`config.mk`:
```
export PLATFORM = sky130hd
export DESIGN_NAME = ifetch_unit_flat
export DESIGN_NICKNAME = d
export VERILOG_FILES = /design/src/rtl/ifetch_unit_if.sv /design/src/rtl/ifetch_unit.sv /design/src/flat_wrapper.sv
export SDC_FILE = /design/constraint.sdc
export NUM_CORES = 1
export LEC_CHECK = 0
export CORE_MARGIN = 2
export CORE_UTILIZATION = 35
export CTS_CLUSTER_SIZE = 8
export DETAILED_ROUTE_END_ITERATION = 12
export PLACE_DENSITY = 0.62
export SLEW_MARGIN = 10
export SYNTH_ARGS = -nofsm -noshare
export SYNTH_HDL_FRONTEND = slang
export SYNTH_SLANG_ARGS = --single-unit
```
`constraint.sdc`:
```
create_clock -name clk -period 3.05 [get_ports clk]
set_input_delay 0.915 -clock clk [delete_from_list [all_inputs] [get_ports clk]]
set_output_delay 0.915 -clock clk [all_outputs]
set_load 0.01 [all_outputs]
```
`src/rtl/ifetch_unit_if.sv`:
```
// ifetch_unit_if: groups the instruction-memory request bus and the
// fetch-to-decode instruction handoff into one bundle.
//   imem_req/imem_addr     fetch request and word-aligned address (fetch -> memory)
//   imem_ack/imem_rdata    data return strobe and instruction word (memory -> fetch)
//   ir/ir_pc/ir_valid      fetched instruction, its address, valid (fetch -> decode)
//   ir_ready               decode accepts ir this cycle (decode -> fetch)
// The master modport is the fetch unit; the slave modport is the environment
// (memory plus decoder) on the other side.
interface ifetch_unit_if;
  logic        imem_req;
  logic [31:0] imem_addr;
  logic        imem_ack;
  logic [31:0] imem_rdata;
  logic [31:0] ir;
  logic [31:0] ir_pc;
  logic        ir_valid;
  logic        ir_ready;

  modport master (
    output imem_req, imem_addr, ir, ir_pc, ir_valid,
    input  imem_ack, imem_rdata, ir_ready
  );

  modport slave (
    input  imem_req, imem_addr, ir, ir_pc, ir_valid,
    output imem_ack, imem_rdata, ir_ready
  );
endinterface

```
`src/rtl/ifetch_unit.sv`:
```
// ifetch_unit: instruction fetch stage. Holds the fetch PC, requests one word
// at a time from instruction memory and hands each word with its PC to decode.
// Ports:
//   clk          system clock, rising edge
//   rst_n        asynchronous active-low reset
//   bus          ifetch_unit_if.master (imem req/ack bus + ir valid/ready handoff)
//   redirect     load redirect_pc as the next fetch address, drop current word
//   redirect_pc  new fetch address, bits [1:0] forced to zero
//   halt         stop fetching once any outstanding request completes
// Every output comes straight from a register, so no input reaches an output
// in the same cycle.
module ifetch_unit #(
  parameter logic [31:0] RESET_PC = 32'h0000_0000
) (
  input  logic               clk,
  input  logic               rst_n,
  ifetch_unit_if.master      bus,
  input  logic               redirect,
  input  logic [31:0]        redirect_pc,
  input  logic               halt
);

  typedef enum logic [2:0] {
    IDLE  = 3'd0,
    REQ   = 3'd1,
    FULL  = 3'd2,
    DRAIN = 3'd3,
    HALT  = 3'd4
  } state_t;

  state_t      state_r;
  logic [31:0] fetch_pc_r;
  logic [31:0] pending_pc_r;  // redirect target parked until the old request drains
  logic        halt_pend_r;   // halt seen while a request was outstanding
  logic [31:0] ir_r;
  logic [31:0] ir_pc_r;
  logic        ir_valid_r;
  logic        imem_req_r;

  logic [31:0] target_s;
  logic [31:0] next_pc_s;

  assign target_s  = redirect_pc & 32'hFFFF_FFFC;
  assign next_pc_s = fetch_pc_r + 32'd4;  // wraps modulo 2^32

  assign bus.imem_req  = imem_req_r;
  assign bus.imem_addr = fetch_pc_r;
  assign bus.ir        = ir_r;
  assign bus.ir_pc     = ir_pc_r;
  assign bus.ir_valid  = ir_valid_r;

  // Fetch state machine with all outputs registered alongside the state.
  always_ff @(posedge clk or negedge rst_n) begin
    if (!rst_n) begin
      state_r      <= IDLE;
      fetch_pc_r   <= RESET_PC;
      pending_pc_r <= RESET_PC;
      halt_pend_r  <= 1'b0;
      ir_r         <= 32'd0;
      ir_pc_r      <= 32'd0;
      ir_valid_r   <= 1'b0;
      imem_req_r   <= 1'b0;
    end else begin
      case (state_r)
        IDLE: begin
          if (halt) begin
            state_r    <= HALT;
            imem_req_r <= 1'b0;
            ir_valid_r <= 1'b0;
          end else if (redirect) begin
            fetch_pc_r <= target_s;
            state_r    <= REQ;
            imem_req_r <= 1'b1;
          end else begin
            state_r    <= REQ;
            imem_req_r <= 1'b1;
          end
        end

        REQ: begin
          if (halt || halt_pend_r) begin
            // Halt beats redirect; the in-flight word is dropped on ack.
            if (bus.imem_ack) begin
              state_r     <= HALT;
              imem_req_r  <= 1'b0;
              halt_pend_r <= 1'b0;
            end else begin
              halt_pend_r <= 1'b1;
            end
          end else if (redirect) begin
            if (bus.imem_ack) begin
              // Returned word belongs to the old path: drop it, refetch at target.
              fetch_pc_r <= target_s;
            end else begin
              // Address must stay on the old word until memory answers.
              pending_pc_r <= target_s;
              state_r      <= DRAIN;
            end
          end else if (bus.imem_ack) begin
            ir_r       <= bus.imem_rdata;
            ir_pc_r    <= fetch_pc_r;
            ir_valid_r <= 1'b1;
            fetch_pc_r <= next_pc_s;
            state_r    <= FULL;
            imem_req_r <= 1'b0;
          end else begin
            state_r <= REQ;
          end
        end

        FULL: begin
          if (halt) begin
            state_r    <= HALT;
            ir_valid_r <= 1'b0;
          end else if (redirect) begin
            // Drop the held word even if decode is ready this cycle.
            fetch_pc_r <= target_s;
            ir_valid_r <= 1'b0;
            state_r    <= REQ;
            imem_req_r <= 1'b1;
          end else if (bus.ir_ready) begin
            ir_valid_r <= 1'b0;
            state_r    <= REQ;
            imem_req_r <= 1'b1;
          end else begin
            state_r <= FULL;
          end
        end

        DRAIN: begin
          if (bus.imem_ack) begin
            // A redirect landing on the ack cycle is the newest target.
            if (redirect && !halt) begin
              fetch_pc_r <= target_s;
            end else begin
              fetch_pc_r <= pending_pc_r;
            end
            if (halt || halt_pend_r) begin
              state_r     <= HALT;
              imem_req_r  <= 1'b0;
              halt_pend_r <= 1'b0;
            end else begin
              state_r <= REQ;
            end
          end else if (halt) begin
            halt_pend_r <= 1'b1;
          end else if (redirect) begin
            pending_pc_r <= target_s;
          end else begin
            state_r <= DRAIN;
          end
        end

        HALT: begin
          if (redirect && !halt) begin
            fetch_pc_r <= target_s;
            state_r    <= REQ;
            imem_req_r <= 1'b1;
          end else begin
            state_r <= HALT;
          end
        end

        default: begin
          state_r     <= IDLE;
          imem_req_r  <= 1'b0;
          ir_valid_r  <= 1'b0;
          halt_pend_r <= 1'b0;
        end
      endcase
    end
  end

endmodule
```
`src/flat_wrapper.sv`:
```
// flat-port wrapper written by rule: the top's interface ports become plain ports
module ifetch_unit_flat 
#(
  parameter logic [31:0] RESET_PC = 32'h0000_0000
)
  (clk, rst_n, redirect, redirect_pc, halt, bus_imem_req, bus_imem_addr, bus_ir, bus_ir_pc, bus_ir_valid, bus_imem_ack, bus_imem_rdata, bus_ir_ready);
  ifetch_unit_if bus_i ();
  input  logic clk;
  input  logic rst_n;
  input  logic redirect;
  input  logic [31:0] redirect_pc;
  input  logic halt;
  output wire logic [$bits(bus_i.imem_req)-1:0] bus_imem_req;
  output wire logic [$bits(bus_i.imem_addr)-1:0] bus_imem_addr;
  output wire logic [$bits(bus_i.ir)-1:0] bus_ir;
  output wire logic [$bits(bus_i.ir_pc)-1:0] bus_ir_pc;
  output wire logic [$bits(bus_i.ir_valid)-1:0] bus_ir_valid;
  input wire logic [$bits(bus_i.imem_ack)-1:0] bus_imem_ack;
  input wire logic [$bits(bus_i.imem_rdata)-1:0] bus_imem_rdata;
  input wire logic [$bits(bus_i.ir_ready)-1:0] bus_ir_ready;
  assign bus_imem_req = bus_i.imem_req;
  assign bus_imem_addr = bus_i.imem_addr;
  assign bus_ir = bus_i.ir;
  assign bus_ir_pc = bus_i.ir_pc;
  assign bus_ir_valid = bus_i.ir_valid;
  assign bus_i.imem_ack = bus_imem_ack;
  assign bus_i.imem_rdata = bus_imem_rdata;
  assign bus_i.ir_ready = bus_ir_ready;
  ifetch_unit #(.RESET_PC(RESET_PC)) u_core (.clk(clk), .rst_n(rst_n), .bus(bus_i), .redirect(redirect), .redirect_pc(redirect_pc), .halt(halt));
endmodule
```
=== Word-level counts from Yosys, hierarchy flattened ===
Cells that the tools add are included.
W data, S select, Z words.

* Register bits after elaboration: 134
* Output and inout bits: 98
* Logic and storage cells: 112

* Add/sub/neg operators: 1
* Equality and inequality tests: 29
* Muxes and demuxes: 54
* Bitwise operators: 4
* Reductions and logical operators: 16

{| class="wikitable"
|+ Operator list
! operator !! number
|-
| $mux W32 || 13
|-
| $pmux W32 S4 || 1
|-
| $pmux W32 S2 || 1
|-
| $mux W3 || 12
|-
| $add A32 B3 Y32 const B || 1
|-
| $ne A2 B2 Y1 const B || 12
|-
| $mux W1 || 21
|-
| $ne A3 B3 Y1 const B || 5
|-
| $pmux W3 S5 || 1
|-
| $reduce_and A7 Y1 || 2
|-
| $reduce_and A4 Y1 || 3
|-
| $reduce_and A6 Y1 || 2
|-
| $ne A2 B1 Y1 const B || 4
|-
| $eq A3 B2 Y1 const B || 2
|-
| $ne A3 B2 Y1 const B || 2
|-
| $pmux W1 S5 || 1
|-
| $mux W2 || 2
|-
| $ne A4 B3 Y1 const B || 1
|-
| $ne A4 B4 Y1 const B || 1
|-
| $not A1 Y1 || 4
|-
| $pmux W1 S4 || 1
|-
| $reduce_bool A4 Y1 || 1
|-
| $reduce_or A2 Y1 || 2
|-
| $eq A3 B1 Y1 const B || 1
|-
| 8 further kinds || 8
|}

=== Depth between registers and ports, before layout ===
Gate-level depths: netlist of the first run.

* Word-level depth: 5
* Mapped depth: 8

=== Worst setup path after synthesis of the first run ===
Ideal clock, no wire load.

* Path kind: input to register
* Start point: in halt
* End point: reg u_core.ir_r[0] (netlist: u_core.bus.ir[0])
* Setup time: 0.127 ns
* Arrival: 2.028 ns
* Required time: 2.923 ns
* Slack: 0.894 ns
* Stages on the path: 6
* Path buffers: 1
* Cell sequence: o21bai_2 -> a32oi_2 -> nor2_4 -> nand2_4 -> buf_6 -> mux2_1

* Cells in the longest elaborated chain, start to end: 3

{| class="wikitable"
|+ RTL lines
! element !! line !! RTL
|-
| start, declared || flat_wrapper.sv:12 || <nowiki>input logic halt;</nowiki>
|-
| $logic_or A1 B1 Y1 || ifetch_unit.sv:81 || <nowiki>if (halt || halt_pend_r) begin</nowiki>
|-
| $not A1 Y1 (no line) || - ||
|-
| $reduce_and A4 Y1 (no line) || - ||
|-
| end signal, assigned || ifetch_unit.sv:100 || <nowiki>ir_r <= bus.imem_rdata;</nowiki>
|-
| end, declared || ifetch_unit.sv:35 || <nowiki>logic [31:0] ir_r;</nowiki>
|}

Every way passes these cells.
A chain may end at the register's enable or synchronous reset.

=== Worst setup path after layout of the first run ===
* Start point: in redirect
* End point: reg u_core.ir_pc_r[15] (netlist: u_core.bus.ir_pc[15])

* Cells in the longest elaborated chain, start to end: 2

{| class="wikitable"
|+ RTL lines
! element !! line !! RTL
|-
| start, declared || flat_wrapper.sv:10 || <nowiki>input logic redirect;</nowiki>
|-
| $not A1 Y1 (no line) || - ||
|-
| $reduce_and A4 Y1 (no line) || - ||
|-
| end signal, assigned || ifetch_unit.sv:101 || <nowiki>ir_pc_r <= fetch_pc_r;</nowiki>
|-
| end, declared || ifetch_unit.sv:36 || <nowiki>logic [31:0] ir_pc_r;</nowiki>
|}

Every way passes these cells.

==> impl_metrics.yaml, run 1 <==
outcome:
  status: "complete, no violations"
grt:
  grt_max_degree: 57
  grt_pass1_wl_microns: 28900
  grt_antenna_before_repair: 0
  grt_overflow: 0
  grt_pass1_vias: 5537
  grtUsageTotal_pct: 18.4
setup_path:
  startpoint_type: "primary input"
  worstSetupPathType: "primary input to register"
  critical_path_required_ns: 3.35
  worst-path-max-fanout: 34
  end_kind: "register"
  crit_arrival_ns: 2.80
finish:
  final_area_sq_um: 9140
  finalNetCount: 812
  diodes: 0
  drive_gt1_share_pct: 14.2
  syn_to_final_growth_pct: 40.0
power_and_ir_drop:
  power.density_nw_per_um2: 1010
  leakagePower_nw: 3.76
  ir_worst_vdd_mv: 0.484
sta:
  fin_skew_ns: 0.0114
  rsz0062_at_grt: "false"
  worst_pin_slew_ns: 0.730
  fmax_ghz: 0.400
  period_minus_slack_ns: 2.50
  maxSlewViolCount: 0
  setup_tns_ns: 0
  slew_headroom_pct: 51.3
  setup_viol: 0
  hold_viol: 0
  fin_crit_sh_pct: 82.0
die:
  rows: 49
  die_w_microns: 141
  core_sq_um: 18100
  io_pins: 168
  fp.dieH_microns: 141
  start_util_pct: 36.0
  fp.dieArea_sq_um: 19800
cts:
  cts.sinks: 128
  htreeDepth: 4
  cts_hold_buf: 0
  clk_pin_slew_ns: 0.06
  post_cts_resized: 0
  cts_setup_buffers: 0
  clk_path_buf_depth: 2
  cts_tree: "built"
  worstSkewPairLatency_ns: 0.42
  cts_buffers: 17
  cts_root_buf: "clkbuf_16"
synth:
  synth_top_family_by_area: "compound AO/OA/AOI/OAI gates"
  postSynthCellCount: 577
  synthAdderAreaFrac_pct: 0.192
  synth.ff_latch_count: 128
  synth_xor_area_share_pct: 0.939
  synth_cell_type_count: 77
  synthTopCellsByCount: "dfrtp_1, mux2_1, nor2_1"
  ys.flop_type: "dfrtp_1"
  postSynth.asyncResetShare_pct: 100
  ys_seq_area_share_pct: 49.0
  yosys.area.top_type: "dfrtp_1"
  synth-simple-area-share_pct: 10.9
  yosys_warnings: 0
  netlist_area_sq_um: 6530
  synthTopCellsByArea: "dfrtp_1, mux2_1, mux2_2, o21ai_0, nor2_1"
  post-synth-top-count-cell: "dfrtp_1"
  synth-compound-area-share_pct: 18.0
  yosysTopAreaCellShare_pct: 49.0
  synth_edf_count: 0
  avgSynthCellArea_sq_um: 11.3
  synth.area.mux_share_pct: 16.2
route:
  firstDrtPassIters: 5
  viasPerCell: 5.61
  wl_microns: 18000
  num_vias: 5505
  drt_iter0_drc: 495
  ant_nets: 0
  drc_errors: 0
  wl_per_cell_microns: 18.3
place:
  postPlaceCellArea_sq_um: 8510
  port-buffer-count: 161
  gp_congestion: 0.832
  hpwl_microns: 12600
min_path:
  hold_path.class: "primary input to async pin"
job:
  cap_violations: 0
## per-stage QoR
step	power, mW	worst slack, ns	hold slack (ns)	std cells	utilization, %
2_1_floorplan	5.13	0.894	0.450	580	-
3_3_place_gp	6.97	0.148	0.466	951	46.9
3_5_place_dp	7.11	0.0961	0.480	951	46.9
4_1_cts	9.37	0.541	0.454	982	50.4
5_1_grt	9.85	0.442	0.473	982	50.4
6_report	9.28	0.549	0.449	982	50.4
## final cells by class
type | count | area, sq um
tap | 229 | 287
inverter | 8 | 30.0
fill | 1562 | 9000
timing repair buffer | 187 | 1950
sequential | 128 | 3200
multi-input combinational | 399 | 3040
clock inverter | 13 | 199
clock buffer | 18 | 439
## power breakdown
group          switching, mW  total, mW  internal [mW]
Clock                  0.809       2.22           1.41
Sequential             0.760       3.26           2.50
Combinational           1.66       3.80           2.14
Total                   3.23       9.28           6.05
## cells by family after synthesis
kind of cell / Yosys count
adders and majority gates: 1
DFF: 128
muxes: 94
xor gates and xnor gates: 7
and+or+nand+nor: 130
AOI/OAI and AO/OA: 163
buffers and inverters: 53
other: 1
## sequential cells by signal, indices dropped and copies added (netlist names)
signal                count
u_core.bus.ir            32
u_core.bus.imem_addr     30
u_core.bus.ir_pc         30
u_core.pending_pc_r      30
u_core.state_r            3
u_core.bus.imem_req       1
u_core.bus.ir_valid       1
u_core.halt_pend_r        1
## per-layer routing
| metal | global-route usage, % | share of wire [%] | vias up |
|---|---|---|---|
| met2 | 31.0 | 49 | 205 |
| met4 | 5.47 | 1.9 | 0 |
| met3 | 5.43 | 6.3 | 31 |
| li1 | - | - | 2520 |
| met1 | 22.9 | 43 | 2749 |
| met5 | 0 | 0 | - |
## worst max-delay path: stages
cell	delay (ns)
clkdlybuf4s50_1	0.63
buf_12	0.22
inv_1	0.16
buf_12	0.19
nand2_4	0.09
buf_12	0.22
mux2_2	0.36
## path summary, 6_finish.rpt
path,start,to,cells after the start,slack (ns)
worst max-delay path,redirect,u_core.bus.ir_pc[15],7,0.55
worst min-delay path,rst_n,u_core.bus.ir[24],1,0.45
worst max register to register,u_core.state_r[1],u_core.bus.imem_addr[13],7,0.67
worst min register to register,u_core.bus.ir_pc[11],u_core.bus.ir_pc[11],1,0.49
max in group asynchronous,rst_n,u_core.pending_pc_r[3],2,1.89
min in group clk,u_core.bus.ir_pc[11],u_core.bus.ir_pc[11],1,0.49
## cell usage in the layout (no fill, tap or decap), drive strengths merged, types with 10 or more instances in the layout
cell and count:
mux2 92, dfrtp 128, nor2 41, o22ai 10, o21ai 38, nand4 10
clkdlybuf4s50 160, nand2 30, buf 27, a21oi 17, nand3 13, inv 15
a22oi 16, a221oi 11, clkbuf 18
No activity file was read; power rests on OpenSTA's default activity.
==> run 2, diff against run 1 <==
--- a/config.mk
+++ b/config.mk
@@ -9,7 +9,7 @@
 export CORE_UTILIZATION = 35
 export CTS_CLUSTER_SIZE = 8
 export DETAILED_ROUTE_END_ITERATION = 12
-export PLACE_DENSITY = 0.62
+export PLACE_DENSITY = 0.64
 export SLEW_MARGIN = 10
 export SYNTH_ARGS = -nofsm -noshare
 export SYNTH_HDL_FRONTEND = slang
==> constraint.sdc (replaced) <==
create_clock -name clk -period 2.2 [get_ports clk]
set_input_delay 0.66 -clock clk [delete_from_list [all_inputs] [get_ports clk]]
set_output_delay 0.66 -clock clk [all_outputs]
set_load 0.01 [all_outputs]
==> impl_metrics.yaml, run 2 (same netlist as run 1, synthesis figures left out) <==
cts:
  clk_path_buf_depth: 2
  cts.sinks: 128
  worstSkewPairLatency_ns: 0.42
  htreeDepth: 4
  cts_buffers: 17
  cts_tree: "built"
  cts_hold_buf: 0
  clk_pin_slew_ns: 0.06
  cts_root_buf: "clkbuf_16"
sta:
  fin_skew_ns: 0.00745
  period_minus_slack_ns: 2.18
  hold_viol: 0
  maxSlewViolCount: 0
  rsz0062_at_grt: "false"
  setup_tns_ns: 0
  fmax_ghz: 0.459
  fin_crit_sh_pct: 99.0
  postLayoutSetupSlackWorst_ns: 0.0225
  setup_viol: 0
route:
  ant_nets: 0
  routed.top_layer: "met4"
  drc_errors: 0
  viasPerCell: 5.49
  wl_met3_microns: 1110
  drt_iter0_drc: 541
  wl_per_cell_microns: 18.0
  wl_met1_microns: 8240
  num_vias: 5664
  wl_met2_microns: 8840
  firstDrtPassIters: 7
  wl_microns: 18600
setup_path:
  end_kind: "primary output"
  worstSetupPathType: "register to primary output"
  worst-path-max-fanout: 7
  crit_arrival_ns: 1.52
  crit_slowest_cell: "clkdlybuf4s50_1"
  critPathTopFamily: "buffers and inverters"
  critical_path_required_ns: 1.54
  path_cells: "clkdlybuf4s50_1"
  slowest_delay_ns: 0.60
  cp.buffers_inverters: 1
  startpoint_type: "register"
power_and_ir_drop:
  p_sw_share_pct: 35.2
  internal_power_mw: 8.35
  ir_worst_vdd_mv: 0.790
  p_seq_share_pct: 33.6
  power.density_nw_per_um2: 1370
  p_sw_mw: 4.54
  power.share.combinational_pct: 45.9
  leakagePower_nw: 3.98
  clkPwrFrac_pct: 20.5
  p_total_mw: 12.9
finish:
  multiInputGateArea_sq_um: 3040
  layout_commonest_cell: "clkdlybuf4s50_1"
  finalNetCount: 862
  seq_area_sq_um: 3210
  diodes: 0
  final_cell_mix: "clkdlybuf4s50_1, dfrtp_1, buf_4"
  final_area_sq_um: 9400
  syn_to_final_growth_pct: 44.0
  finish.utilization_pct: 51.8
  nFillCells: 1599
  drive_gt1_share_pct: 20.2
  largest_reg_flops: 32
die:
  start_util_pct: 36.0
  core_sq_um: 18100
  fp.dieArea_sq_um: 19800
  die_w_microns: 141
  rows: 49
  fp.dieH_microns: 141
  io_pins: 168
grt:
  grt_pass1_vias: 5773
  grt_max_degree: 48
  grt_antenna_before_repair: 0
  grt_overflow: 0
  grtUsageTotal_pct: 19.1
  grt_pass1_wl_microns: 30100
place:
  hpwl_microns: 13400
  gp_congestion: 0.923
  postPlaceCellArea_sq_um: 8820
  port-buffer-count: 161
  preCtsSetupSlack_ns: -0.475
job:
  cap_violations: 0
outcome:
  status: "complete, no violations"
min_path:
  hold_path.class: "primary input to async pin"
-- run 2: worst paths after layout --
check	startpoint	endpoint	slack [ns]	cells past startpoint
max reg2reg	u_core.bus.imem_addr[2]	u_core.bus.imem_addr[25]	0.15	6
max	u_core.bus.imem_addr[2]	bus_imem_addr[2]	0.02	1
min in group clk	u_core.bus.ir[24]	u_core.bus.ir[24]	0.49	1
min	rst_n	u_core.bus.ir_pc[6]	0.16	1
max in group asynchronous	rst_n	u_core.bus.ir[20]	1.34	2
min reg2reg	u_core.bus.ir[24]	u_core.bus.ir[24]	0.49	1
-- run 2: final cells by class --
| class | instances | share of cell area (%) |
|---|---|---|
| multi-input cells | 399 | 32.4 |
| well taps | 229 | 3.05 |
| inverters | 8 | 0.319 |
| flip-flops and latches | 128 | 34.1 |
| clock buffers | 18 | 4.67 |
| clock inverters | 12 | 1.18 |
| repair buffers | 237 | 24.3 |
-- run 2: power by group through the flow --
stage / Sequential, mW / Combinational [mW] / Clock [mW]
after detailed placement: 4.37 / 5.88 / 0
after global routing: 4.49 / 6.42 / 2.84
final: 4.33 / 5.92 / 2.65
after floorplan: 4.62 / 2.49 / 0
after CTS: 4.33 / 5.95 / 2.73
after global placement: 4.30 / 5.76 / 0
-- run 2: per-layer routing --
metal	global-route usage, %	up-vias
li1	-	2626
met1	24.7	2786
met2	31.0	223
met3	4.31	29
met4	8.16	0
met5	0	-
-- run 2: through the flow --
step	std cells	hold slack, ns
floorplan	580	0.364
global placement	998	0.463
detailed placement	998	0.480
CTS	1031	0.169
global route	1031	0.186
finish	1031	0.165
-- run 2: what timing repair did --
item | CTS | global route
buffers inserted | 3 | 0
resized for setup | 7 | 4
endpoints found under the setup margin | 9 | 62
pin swaps | 0 | 0
